**config.mk**
```make
export PLATFORM = sky130hd
export DESIGN_NAME = wb_commit_buffer
export DESIGN_NICKNAME = d
export VERILOG_FILES = /design/src/rtl/pipe_pkg.sv /design/src/rtl/wb_fifo.sv /design/src/rtl/wb_commit_buffer.sv
export SDC_FILE = /design/constraint.sdc
export NUM_CORES = 1
export LEC_CHECK = 0
export CAP_MARGIN = 20
export CELL_PAD_IN_SITES_DETAIL_PLACEMENT = 0
export CELL_PAD_IN_SITES_GLOBAL_PLACEMENT = 1
export CORE_MARGIN = 5
export CORE_UTILIZATION = 49
export CTS_BUF_LIST = sky130_fd_sc_hd__clkbuf_4 sky130_fd_sc_hd__clkbuf_8
export DETAILED_ROUTE_END_ITERATION = 7
export GPL_TIMING_DRIVEN = 0
export PLACE_DENSITY_LB_ADDON = 0.15
export SLEW_MARGIN = 20
export SYNTH_ARGS = -nofsm -noshare
export SYNTH_HDL_FRONTEND = slang
export SYNTH_HIERARCHICAL = 1
export SYNTH_SLANG_ARGS = --single-unit
```
**constraint.sdc**
```tcl
create_clock -name clk -period 8 [get_ports clk]
set_clock_uncertainty 0.1 [all_clocks]
set_input_delay 2.4 -clock clk [delete_from_list [all_inputs] [get_ports clk]]
set_output_delay 2.4 -clock clk [all_outputs]
set_load 0.02 [all_outputs]
```
**src/rtl/pipe_pkg.sv**
```systemverilog
// Shared pipeline definitions: lane geometry and the write-back bundle layout
// used by the commit buffer and the multi-port register file.
package pipe_pkg;

    localparam int PARALLEL_ORDER = 4;
    localparam int REG_ADDR_WIDTH = 5;
    localparam int REG_DATA_WIDTH = 32;
    localparam int REG_ENTRY      = 2 ** REG_ADDR_WIDTH;

    typedef struct packed {
        logic [PARALLEL_ORDER-1:0]                     lane_valid;
        logic [PARALLEL_ORDER-1:0][REG_ADDR_WIDTH-1:0] addr;
        logic [PARALLEL_ORDER-1:0][REG_DATA_WIDTH-1:0] data;
    } wb_bundle_t;

endpackage

```
**src/rtl/wb_fifo.sv**
```systemverilog
// Synchronous FIFO of write-back bundles; exposes every slot plus an
// occupied-slot mask so the parent can build the pending-write bitmap.
module wb_fifo
    import pipe_pkg::*;
#(
    parameter int DEPTH = 4
) (
    input  logic                         clk,
    input  logic                         rst,
    input  logic                         flush,
    input  logic                         push,
    input  wb_bundle_t                   push_data,
    input  logic                         pop,
    output wb_bundle_t                   head,
    output logic                         full,
    output logic                         empty,
    output logic [$clog2(DEPTH+1)-1:0]   count,
    output wb_bundle_t [DEPTH-1:0]       entries,
    output logic [DEPTH-1:0]             entry_valid
);

    localparam int PTR_W = $clog2(DEPTH);
    localparam int CNT_W = $clog2(DEPTH + 1);

    wb_bundle_t [DEPTH-1:0] mem;
    logic [PTR_W-1:0]       wr_ptr;
    logic [PTR_W-1:0]       rd_ptr;

    assign full    = (count == CNT_W'(DEPTH));
    assign empty   = (count == '0);
    assign head    = mem[rd_ptr];
    assign entries = mem;

    always_ff @(posedge clk) begin
        if (rst || flush) begin
            wr_ptr <= '0;
            rd_ptr <= '0;
            count  <= '0;
        end else begin
            if (push) wr_ptr <= wr_ptr + 1'b1;
            if (pop)  rd_ptr <= rd_ptr + 1'b1;
            case ({push, pop})
                2'b10:   count <= count + 1'b1;
                2'b01:   count <= count - 1'b1;
                default: count <= count;
            endcase
        end
    end

    // Storage needs no reset; occupancy is tracked by the pointers and count.
    always_ff @(posedge clk) begin
        if (push && !rst && !flush) mem[wr_ptr] <= push_data;
    end

    always_comb begin
        logic [PTR_W-1:0] offset;
        entry_valid = '0;
        for (int i = 0; i < DEPTH; i++) begin
            offset         = PTR_W'(i) - rd_ptr;
            entry_valid[i] = (CNT_W'(offset) < count);
        end
    end

endmodule

```
**src/rtl/wb_commit_buffer.sv**
```systemverilog
// Write-back commit buffer: queues result bundles and drives the register
// file write ports one bundle per cycle, exporting a pending-write bitmap.
module wb_commit_buffer
    import pipe_pkg::*;
#(
    parameter int DEPTH = 4
) (
    input  logic                                          clk,
    input  logic                                          rst,
    input  logic                                          in_valid,
    output logic                                          in_ready,
    input  logic [PARALLEL_ORDER-1:0]                     in_lane_valid,
    input  logic [PARALLEL_ORDER-1:0][REG_ADDR_WIDTH-1:0] in_addr,
    input  logic [PARALLEL_ORDER-1:0][REG_DATA_WIDTH-1:0] in_data,
    input  logic                                          hold,
    input  logic                                          flush,
    output logic [PARALLEL_ORDER-1:0]                     w_valid,
    output logic [PARALLEL_ORDER-1:0][REG_ADDR_WIDTH-1:0] w_addr,
    output logic [PARALLEL_ORDER-1:0][REG_DATA_WIDTH-1:0] w_data,
    output logic [REG_ENTRY-1:0]                          pending,
    output logic [$clog2(DEPTH+1)-1:0]                    occupancy
);

    wb_bundle_t             in_bundle;
    wb_bundle_t             head;
    wb_bundle_t [DEPTH-1:0] entries;
    logic [DEPTH-1:0]       entry_valid;
    logic                   full;
    logic                   empty;
    logic                   push;
    logic                   pop;

    assign in_bundle = {in_lane_valid, in_addr, in_data};
    assign in_ready  = !rst && !flush && !full;
    // All-zero bundles complete the handshake but are never stored.
    assign push      = in_valid && in_ready && (|in_lane_valid);
    assign pop       = !hold && !empty && !rst && !flush;

    wb_fifo #(
        .DEPTH (DEPTH)
    ) u_fifo (
        .clk         (clk),
        .rst         (rst),
        .flush       (flush),
        .push        (push),
        .push_data   (in_bundle),
        .pop         (pop),
        .head        (head),
        .full        (full),
        .empty       (empty),
        .count       (occupancy),
        .entries     (entries),
        .entry_valid (entry_valid)
    );

    always_ff @(posedge clk) begin
        if (rst) begin
            w_valid <= '0;
            w_addr  <= '0;
            w_data  <= '0;
        end else if (pop) begin
            w_valid <= head.lane_valid;
            w_addr  <= head.addr;
            w_data  <= head.data;
        end else begin
            w_valid <= '0;
        end
    end

    always_comb begin
        pending = '0;
        for (int e = 0; e < DEPTH; e++) begin
            for (int l = 0; l < PARALLEL_ORDER; l++) begin
                if (entry_valid[e] && entries[e].lane_valid[l])
                    pending[entries[e].addr[l]] = 1'b1;
            end
        end
        for (int l = 0; l < PARALLEL_ORDER; l++) begin
            if (w_valid[l]) pending[w_addr[l]] = 1'b1;
        end
    end

endmodule

```
# --- Yosys cells after proc, flatten, opt, wreduce, memory -nomap -nowiden ---
# Index checks and enable logic that the tools add are counted.
op_classes:
  addsub: 8
  mul: 0
  div: 0
  magnitude_cmp: 47
  n_eq_ne: 3
  n_shift: 0
  muxes: 66
  bitwise: 20
  n_reduce_logical: 56
ops:
  columns: ["operator", "n"]
  rows:
  - ["$mux 32", 20]
  - ["$bwmux 608", 1]
  - ["$or 32x32->32", 19]
  - ["$bmux 152 s2", 1]
  - ["$demux 152 s2", 1]
  - ["$mux 152", 2]
  - ["$lt 5x6->1 const B", 20]
  - ["$demux 1 s5", 20]
  - ["$ge 5x1->1 const B", 20]
  - ["$logic_and 1x1->1", 46]
  - ["$mux 1", 20]
  - ["$lt 2x3->1", 4]
  - ["$lt 2x3->1 const B", 2]
  - ["$pmux 3 s2", 1]
  - ["$logic_not 1->1", 5]
  - ["$add 2x1->2 const B", 2]
  - ["$reduce_or 4->1", 1]
  - ["$sub 1x2->2 const A", 2]
  - ["$sub 2x2->2 const A", 2]
  - ["$add 3x1->3 const B", 1]
  - ["$eq 3x3->1 const B", 1]
  - ["$logic_not 3->1", 1]
  - ["$sub 3x1->3 const B", 1]
  - ["$eq 2x1->1 const B", 1]
  - ["other kinds (6)", 6]
totals:
  regBits: 767
  latch_bits: 0
  ramBits: 0
  romBits: 0
  input_bits: 157
  out_inout_bits: 188
  wordCells: 248
  mem_count: 0

# --- Logic depth before layout (Yosys ltp) ---
# Gate-level depths: netlist (run 1).
logic_depth:
  ltp_word: 43
  depth_mapped: 15
  depth_no_buf: 11

# --- Hierarchy ---
# The synthesis (run 1) kept the hierarchy.
modules_own_cells:
  columns: ["module", "instances", "cells_per_inst", "area_per_inst_um2", "seq_area_each_um2"]
  rows:
  - ["wb_fifo", 1, 858, 22475.3, 18397.6]
  - ["wb_commit_buffer", 1, 1508, 10628.9, 3042.9]

# --- Worst setup path after synthesis (run 1) ---
# OpenSTA, ideal clock, no wires.
synth_timing:
  path_kind: "input to register"
  startpoint: "input rst"
  endpoint: "register u_fifo.mem (netlist bit u_fifo/entries[0]) (enable)"
  setup_time_ns: 0.531
  t_arrival_ns: 7.011
  t_required_ns: 7.369
  setup_slack_ns: 0.358
  cell_stages: 4
  n_path_buf: 1
  cell_sequence: "clkbuf_1 -> nor3_1 -> and3_1 -> and3_1"
synth_between:
  elab_chain_cells: 7
synth_lines:
  columns: ["item", "line_no", "rtl"]
  rows:
  - ["start, declared", "wb_commit_buffer.sv:9", "input logic rst,"]
  - ["$logic_not 1->1", "wb_commit_buffer.sv:34", "assign in_ready = !rst && !flush && !full;"]
  - ["$logic_and 1x1->1 (2 in a row)", "wb_commit_buffer.sv:34", null]
  - ["net in_ready", "wb_commit_buffer.sv:11", "output logic in_ready,"]
  - ["$logic_and 1x1->1 (2 in a row)", "wb_commit_buffer.sv:36", "assign push = in_valid && in_ready && (|in_lane_valid);"]
  - ["net push", "wb_commit_buffer.sv:30", "logic push;"]
  - ["$logic_and 1x1->1 (2 in a row)", "wb_fifo.sv:52", "if (push && !rst && !flush) mem[wr_ptr] <= push_data;"]
  - ["end signal, assigned by index", "wb_fifo.sv:52", null]
  - ["end, declared", "wb_fifo.sv:25", "wb_bundle_t [DEPTH-1:0] mem;"]
# The timed path passes the listed nets, and every way through them passes these cells.
# A chain may end at the register's enable or synchronous reset.

# --- Worst setup path after layout (run 1) ---
layout_timing:
  startpoint: "register u_fifo.rd_ptr[1]"
  endpoint: "output pending[19]"
layout_between:
  elab_chain_cells: 42
  elab_cells_between_ends: 63
  classes_between: "4 x add/sub; 4 x order compare; 20 x mux; 19 x bitwise; 16 x reduce/logical"
layout_lines:
  columns: ["item", "line_no", "rtl"]
  rows:
  - ["start, declared", "wb_fifo.sv:27", "logic [PTR_W-1:0] rd_ptr;"]
  - ["start signal, assigned", "wb_fifo.sv:41", "if (pop) rd_ptr <= rd_ptr + 1'b1;"]
  - ["$sub 1x2->2 *", "wb_fifo.sv:59", "offset = PTR_W'(i) - rd_ptr;"]
  - ["$lt 2x3->1 *", "wb_fifo.sv:60", "entry_valid[i] = (CNT_W'(offset) < count);"]
  - ["net entry_valid[0]", "wb_commit_buffer.sv:27", "logic [DEPTH-1:0] entry_valid;"]
  - ["$logic_and 1x1->1", "wb_commit_buffer.sv:74", "if (entry_valid[e] && entries[e].lane_valid[l])"]
  - ["$mux 32", "wb_commit_buffer.sv:74", null]
  - ["$or 32x32->32 (no line)", null, null]
  - ["$mux 32", "wb_commit_buffer.sv:74", null]
  - ["$or 32x32->32 (no line)", null, null]
  - ["[... 27 more ...]", null, null]
  - ["$or 32x32->32 (no line)", null, null]
  - ["$mux 32 *", "wb_commit_buffer.sv:79", "if (w_valid[l]) pending[w_addr[l]] = 1'b1;"]
  - ["$or 32x32->32 (no line)", null, null]
  - ["$mux 32 *", "wb_commit_buffer.sv:79", null]
  - ["$or 32x32->32 (no line)", null, null]
  - ["$mux 32 *", "wb_commit_buffer.sv:79", null]
  - ["$or 32x32->32 (no line)", null, null]
  - ["$mux 32 *", "wb_commit_buffer.sv:79", null]
  - ["end, declared", "wb_commit_buffer.sv:20", "output logic [REG_ENTRY-1:0] pending,"]
# The timed path passes the listed nets; every way through them passes the cells marked *.

==> results.yml, run 1 <==
status:
  status: "finished, violations left"
  violations: "setup timing"
floorplanning:
  die_h_um: 269.9
  dieArea_um2: 72860
  coreArea_um2: 67040
  boundaryPins: 345
  fp-row-count: 95
  die_width_um: 269.9
  start_util: 0.4938
drt:
  wire_per_inst_um: 34.26
  drcViolationCount: 0
  vias_per_cell: 6.587
  routed-via-count: 25430
  dr.pass1.iters: 6
  first_iter_violations: 3139
  ant_nets: 0
  drt_wl_total_um: 132300
layout:
  finalNonFillerCells: 3860
  nNetsFinal: 3040
  fin_util: 0.6105
  postLayoutCellArea_um2: 40930
  fill_cells: 4918
  drive_gt1_frac: 0.1731
  syn_to_final_growth_pct: 23.63
critical_path:
  cp_max_fo: 10
  start_kind: "register"
  critPathMaxStageDelay_ps: 960
  crit_top_cell: "buf_2"
  timing.rr.start: "u_fifo/count[2]$_SDFFE_PP0P_"
  worstSetupPathType: "register to output port"
  arrival_ps: 5540
  r2r_end: "u_fifo/count[2]$_SDFFE_PP0P_"
  crit_slowest_cell: "nor4b_1"
  r2r_cells: 12
  crit_end: "pending[19]"
  startpoint: "u_fifo/rd_ptr[1]$_SDFFE_PP0P_"
  reg2reg_slack_ps: 4430
  crit_chain: "buf_2 -> buf_2 -> xnor2_1 -> inv_1 -> ha_1 -> a21oi_1 -> or2_2 -> buf_6 -> nand4_1 -> nor4b_1 -> nor4_1 -> nand3_1 -> clkdlybuf4s50_1"
  required_ps: 5500
  end_kind: "output port"
yosys:
  syn_area_per_cell_um2: 13.99
  ys_warn_count: 6
  synth.net_count: 2533
  synth-main-ff-cell: "edfxtp_1"
  synthTopCellsByArea: "edfxtp_1 55%, mux4_2 10%, dfxtp_1 9.6%"
  yosysUniqueCellTypes: 64
  postSynthCellCount: 2366
  synth.top_cells.by_count: "608 x edfxtp_1, 351 x nand2_1, 183 x o22ai_1"
  seq_area_frac_synth: 0.6477
  synth_top_area_cell: "edfxtp_1"
  synth.top_cell.area_share: 0.5515
  synthMostInstantiatedCell: "edfxtp_1"
  synth-async-reset-ratio: 0
  synth-edff-count: 608
  netlist_area_um2: 33100
  ys_ff_latch: 767
clock_tree:
  clk_pin_slew_ps: 70
  h-tree-depth: 3
  cts_sinks: 767
  root_buffer: "clkbuf_8"
  numCtsBuffers: 115
  worstSkewPairLatency_ps: 750
  cts_tree: "yes"
  ctsLongestPathBuffers: 3
grt:
  grt-ovfl-total: 0
  grt_first_pass_wirelength_um: 185100
  grt_use_total: 0.3527
  grt_antenna_before_repair: 16
  grt_max_degree: 46
  grt_pass1_vias: 25610
placed_design:
  gp_congestion: 1.044
  postPlaceCellArea_um2: 38070
  dp_hpwl_um: 92830
  place_inst: 3599
  port_buffers: 344
flow_run:
  maxCapViolCount: 0
timing:
  fin_crit_sh: 1.005
  min_period_ps: 8039
  timing.final.ws_setup_ps: -39.20
  fmax_ghz: 0.1244
  setup_violations: 1
  relSlewSlack: 0.1281
  tightestPinTransition_ps: 1305
  maxSlewViolCount: 0
  tns_ps: -39.20
  grt_setup_unrepaired: "no"
  hold_violations: 0
  whs_ps: 353.2
pwr:
  peakVddDrop_uv: 187.1
  power.leakage_nw: 12.80
  cellPowerDensity_nw_per_um2: 192.7
min_path:
  hold_class: "register to register"
-- critical path, delay by kind of cell, from the launching register on --
kind                     cells  cell delay, ps
AND/OR/NAND/NOR              5            2270
adder cells (fa/ha/maj)      1             270
XOR/XNOR                     1             200
AO/OA/AOI/OAI                1             110
buffers and inverters        5            1590
flip-flops                   1             340
-- worst min path at each step --
stage | startpoint | endpoint | cells past startpoint
6_report | w_data[13]$_SDFFE_PP0P_ | w_data[13]$_SDFFE_PP0P_ | 2
4_1_cts | w_data[13]$_SDFFE_PP0P_ | w_data[13]$_SDFFE_PP0P_ | 2
2_1_floorplan | u_fifo/wr_ptr[1]$_SDFFE_PP0P_ | u_fifo/wr_ptr[1]$_SDFFE_PP0P_ | 2
5_1_grt | w_data[63]$_SDFFE_PP0P_ | w_data[63]$_SDFFE_PP0P_ | 2
3_5_place_dp | w_data[13]$_SDFFE_PP0P_ | w_data[13]$_SDFFE_PP0P_ | 2
3_3_place_gp | w_data[67]$_SDFFE_PP0P_ | w_data[67]$_SDFFE_PP0P_ | 2
-- power by group --
| group | leakage, nW | internal [mW] | switching (mW) |
|---|---|---|---|
| Clock | 1.32 | 1.81 | 1.57 |
| Combinational | 4.73 | 0.0934 | 0.0985 |
| Sequential | 6.75 | 4.31 | 0.00766 |
-- stage by stage --
step                      total power [mW]  worst slack (ps)
final                                7.886            -39.20
after global routing                 8.137             19.68
after CTS                            7.937             29.90
after detailed placement             4.589             437.1
after global placement               4.580             -2899
after floorplan                      4.446             358.2
-- cell type report --
type	instances	area (um^2)	area share
Buffer	139	750.7	0.01834
Tap cell	873	1092	0.02669
Multi-Input combinational cell	1445	10970	0.2679
Antenna cell	11	27.53	0.0006726
Inverter	15	56.30	0.001376
Clock inverter	52	409.1	0.009997
Timing Repair Buffer	390	4098	0.1001
Sequential cell	767	21440	0.5239
Clock buffer	168	2087	0.05099
-- cell families (layout without fill, tap and decap cells) --
kind of cell	Yosys count	in the layout	share of synthesized area
compound gates	461	461	0.08746
xor+xnor	6	6	0.001587
fa+ha+maj	10	10	0.004006
buf+inv	154	764	0.02430
flops	767	767	0.6477
mux	153	153	0.1037
other cells	0	11	0
simple gates	815	815	0.1313
-- layout by cell type, fill, tap and decap left out, types with 11 or more instances in the layout --
cell and count:
or3_1 20, nand3b_1 44, nor3b_1 27, nand4_1 43, buf_2 28, clkbuf_1 72, nor2_1 99, nand3_1 41
or4_1 16, clkbuf_4 36, a211oi_1 14, diode_2 11, dfxtp_1 159, a22oi_1 54, nand4b_1 25, nand2_1 351
buf_6 23, edfxtp_1 608, and3b_1 14, mux4_2 152, inv_1 14, clkinv_2 20, clkbuf_8 132, clkdlybuf4s50_1 344
nor3_1 34, or3b_2 16, a21oi_1 157, buf_16 12, buf_4 37, o22ai_1 183, nor4_1 12, clkinv_1 19
-- routing by layer --
metal  part of all wire  routed length, um  track usage
met1               0.37              48390       0.4416
met3               0.11              14640       0.1173
met4              0.062               8183       0.1856
met2               0.46              61020       0.5495
met5            0.00025                 33            0
-- sequential cells by signal, summed over array words and instances (netlist names) --
register and flops:
w_valid 4, u_fifo/entries 608, u_fifo/count 3, u_fifo/rd_ptr 2, w_addr 20, w_data 128, u_fifo/wr_ptr 2
-- repair_timing --
| item | 4_1_cts | 5_1_grt |
|---|---|---|
| setup endpoints to repair | 5 | 12 |
| endpoints found under the hold margin | 0 | 0 |
| hold buffers | 0 | 0 |
| setup buffers | 7 | 22 |
| resized for setup | 4 | 8 |
| pin swaps | 3 | 3 |
Note: power is estimated with default switching activity, not from simulation.
==> run 2: changes to the inputs <==
Settings changed: TNS_END_PERCENT set to 20.
==> results.yml, run 2 (synthesis gave the netlist of run 1 again) <==
drt:
  ant_nets: 0
  dr.pass1.iters: 6
  routed-via-count: 25260
  vias_per_cell: 6.577
  first_iter_violations: 3068
  drt_wl_total_um: 132000
  drcViolationCount: 0
  wire_per_inst_um: 34.38
critical_path:
  cp_max_fo: 10
  r2r_end: "u_fifo/count[2]$_SDFFE_PP0P_"
  reg2reg_slack_ps: 4420
  r2r_cells: 12
  required_ps: 5500
  arrival_ps: 5480
  timing.rr.start: "u_fifo/count[0]$_SDFFE_PP0P_"
  worstSetupPathType: "register to output port"
  end_kind: "output port"
  start_kind: "register"
grt:
  use_met1: 0.4379
  grt_use_total: 0.3520
  grt_first_pass_wirelength_um: 184800
  use_met2: 0.5476
  grt-ovfl-total: 0
  grt_antenna_before_repair: 17
  grt_pass1_vias: 25640
  met3_usage: 0.1203
  grt_busiest_layer: "met2"
  grt_max_degree: 46
floorplanning:
  dieArea_um2: 72860
  boundaryPins: 345
  start_util: 0.4938
  coreArea_um2: 67040
  die_width_um: 269.9
  die_h_um: 269.9
  fp-row-count: 95
placed_design:
  postPlaceCellArea_um2: 38070
  port_buffers: 344
  dp_hpwl_um: 92830
  gp_congestion: 1.044
pwr:
  report.power.total_mw: 7.892
  p_sw_mw: 1.685
  cellPowerDensity_nw_per_um2: 193.6
  power.leakage_nw: 12.71
  switching_share: 0.2135
  power.internal_mw: 6.207
  clkPwrFrac: 0.429
  p_comb_frac: 0.024
  peakVddDrop_uv: 187.1
  seq_power_share: 0.547
layout:
  nNetsFinal: 3024
  mostFrequentLayoutCells: "608 x edfxtp_1, 351 x nand2_1, 344 x clkdlybuf4s50_1"
  regArea_um2: 21440
  drive_gt1_frac: 0.1682
  layout_commonest_cell: "edfxtp_1"
  fin_util: 0.6081
  multi_input_area_um2: 10960
  fill_cells: 4923
  largest_reg_flops: 608
  syn_to_final_growth_pct: 23.14
  postLayoutCellArea_um2: 40770
timing:
  min_period_ps: 7982
  hold_violations: 0
  setup_violations: 0
  maxSlewViolCount: 0
  relSlewSlack: 0.1098
  grt_setup_unrepaired: "no"
  tightestPinTransition_ps: 1332
  fmax_ghz: 0.1253
  fin_crit_sh: 0.9977
  whs_ps: 353.1
clock_tree:
  clk_pin_slew_ps: 70
  ctsLongestPathBuffers: 3
  numCtsBuffers: 115
  h-tree-depth: 3
  cts_hold_buf: 0
  cts_sinks: 767
  cts_tree: "yes"
  root_buffer: "clkbuf_8"
  worstSkewPairLatency_ps: 770
min_path:
  holdPathEnd: "w_data[13]$_SDFFE_PP0P_"
  hp-start: "w_data[13]$_SDFFE_PP0P_"
  hold_class: "register to register"
  holdPathStages: 2
flow_run:
  maxCapViolCount: 0
status:
  status: "finished, final reports clean"
-- run 2: area by class of cell --
type | instances | share of cell area
timing repair buffer | 374 | 0.09696
clock inverter | 52 | 0.01004
inverter | 15 | 0.001381
multi-input combinational | 1445 | 0.2688
antenna | 7 | 0.0004297
sequential | 767 | 0.5260
buffer | 139 | 0.01845
tap | 873 | 0.02679
clock buffer | 168 | 0.05120
-- run 2: what timing repair did --
action | in CTS | in global routing
cloned | 0 | 0
setup endpoints to repair | 5 | 6
resized for setup | 5 | 4
buffers inserted | 4 | 9
pin swaps | 3 | 2
-- run 2: worst max-delay path, cell delays in order, from the launching register on --
cell and delay (ps):
dfxtp_1 340, buf_2 360, buf_4 290, xnor2_1 170
inv_1 70, ha_1 270, a21oi_1 50, or2_2 280
buf_6 160, nand4b_2 420, o22ai_1 160, or4_1 590
nor3_2 480, nand4_1 410, clkdlybuf4s50_1 670
-- run 2: routing by layer --
metal / part of all wire / wire length (um)
met4: 0.061 / 8117
met5: 0.00047 / 62
met1: 0.37 / 48350
met2: 0.46 / 60910
met3: 0.11 / 14570
-- run 2: power groups by stage --
| stage | Combinational [mW] | Sequential [mW] | Clock, mW |
|---|---|---|---|
| 2_1_floorplan | 0.0414 | 4.40 | 0 |
| 3_3_place_gp | 0.177 | 4.40 | 0 |
| 3_5_place_dp | 0.188 | 4.40 | 0 |
| 4_1_cts | 0.190 | 4.32 | 3.43 |
| 5_1_grt | 0.201 | 4.31 | 3.62 |
| 6_report | 0.192 | 4.32 | 3.38 |
-- run 2: worst max path at each step --
stage / slack [ps] / endpoint / cells past startpoint / from
floorplan: 360 / u_fifo/entries[0]$_DFFE_PP_ / 4 / rst
global placement: -2900 / u_fifo/entries[166]$_DFFE_PP_ / 5 / rst
detailed placement: 440 / pending[10] / 14 / u_fifo/rd_ptr[1]$_SDFFE_PP0P_
CTS: 50 / pending[10] / 14 / u_fifo/rd_ptr[1]$_SDFFE_PP0P_
global route: 4 / pending[3] / 13 / u_fifo/rd_ptr[1]$_SDFFE_PP0P_
finish: 20 / pending[14] / 14 / u_fifo/rd_ptr[1]$_SDFFE_PP0P_
-- run 2: per-stage QoR --
step,TNS [ps],worst slack (ps),std cells
final,0,18.17,3840
after global routing,0,4.329,3839
after CTS,0,54.51,3823
after detailed placement,0,437.1,3599
after global placement,-1718750,-2899,3583
after floorplan,0,358.2,2366
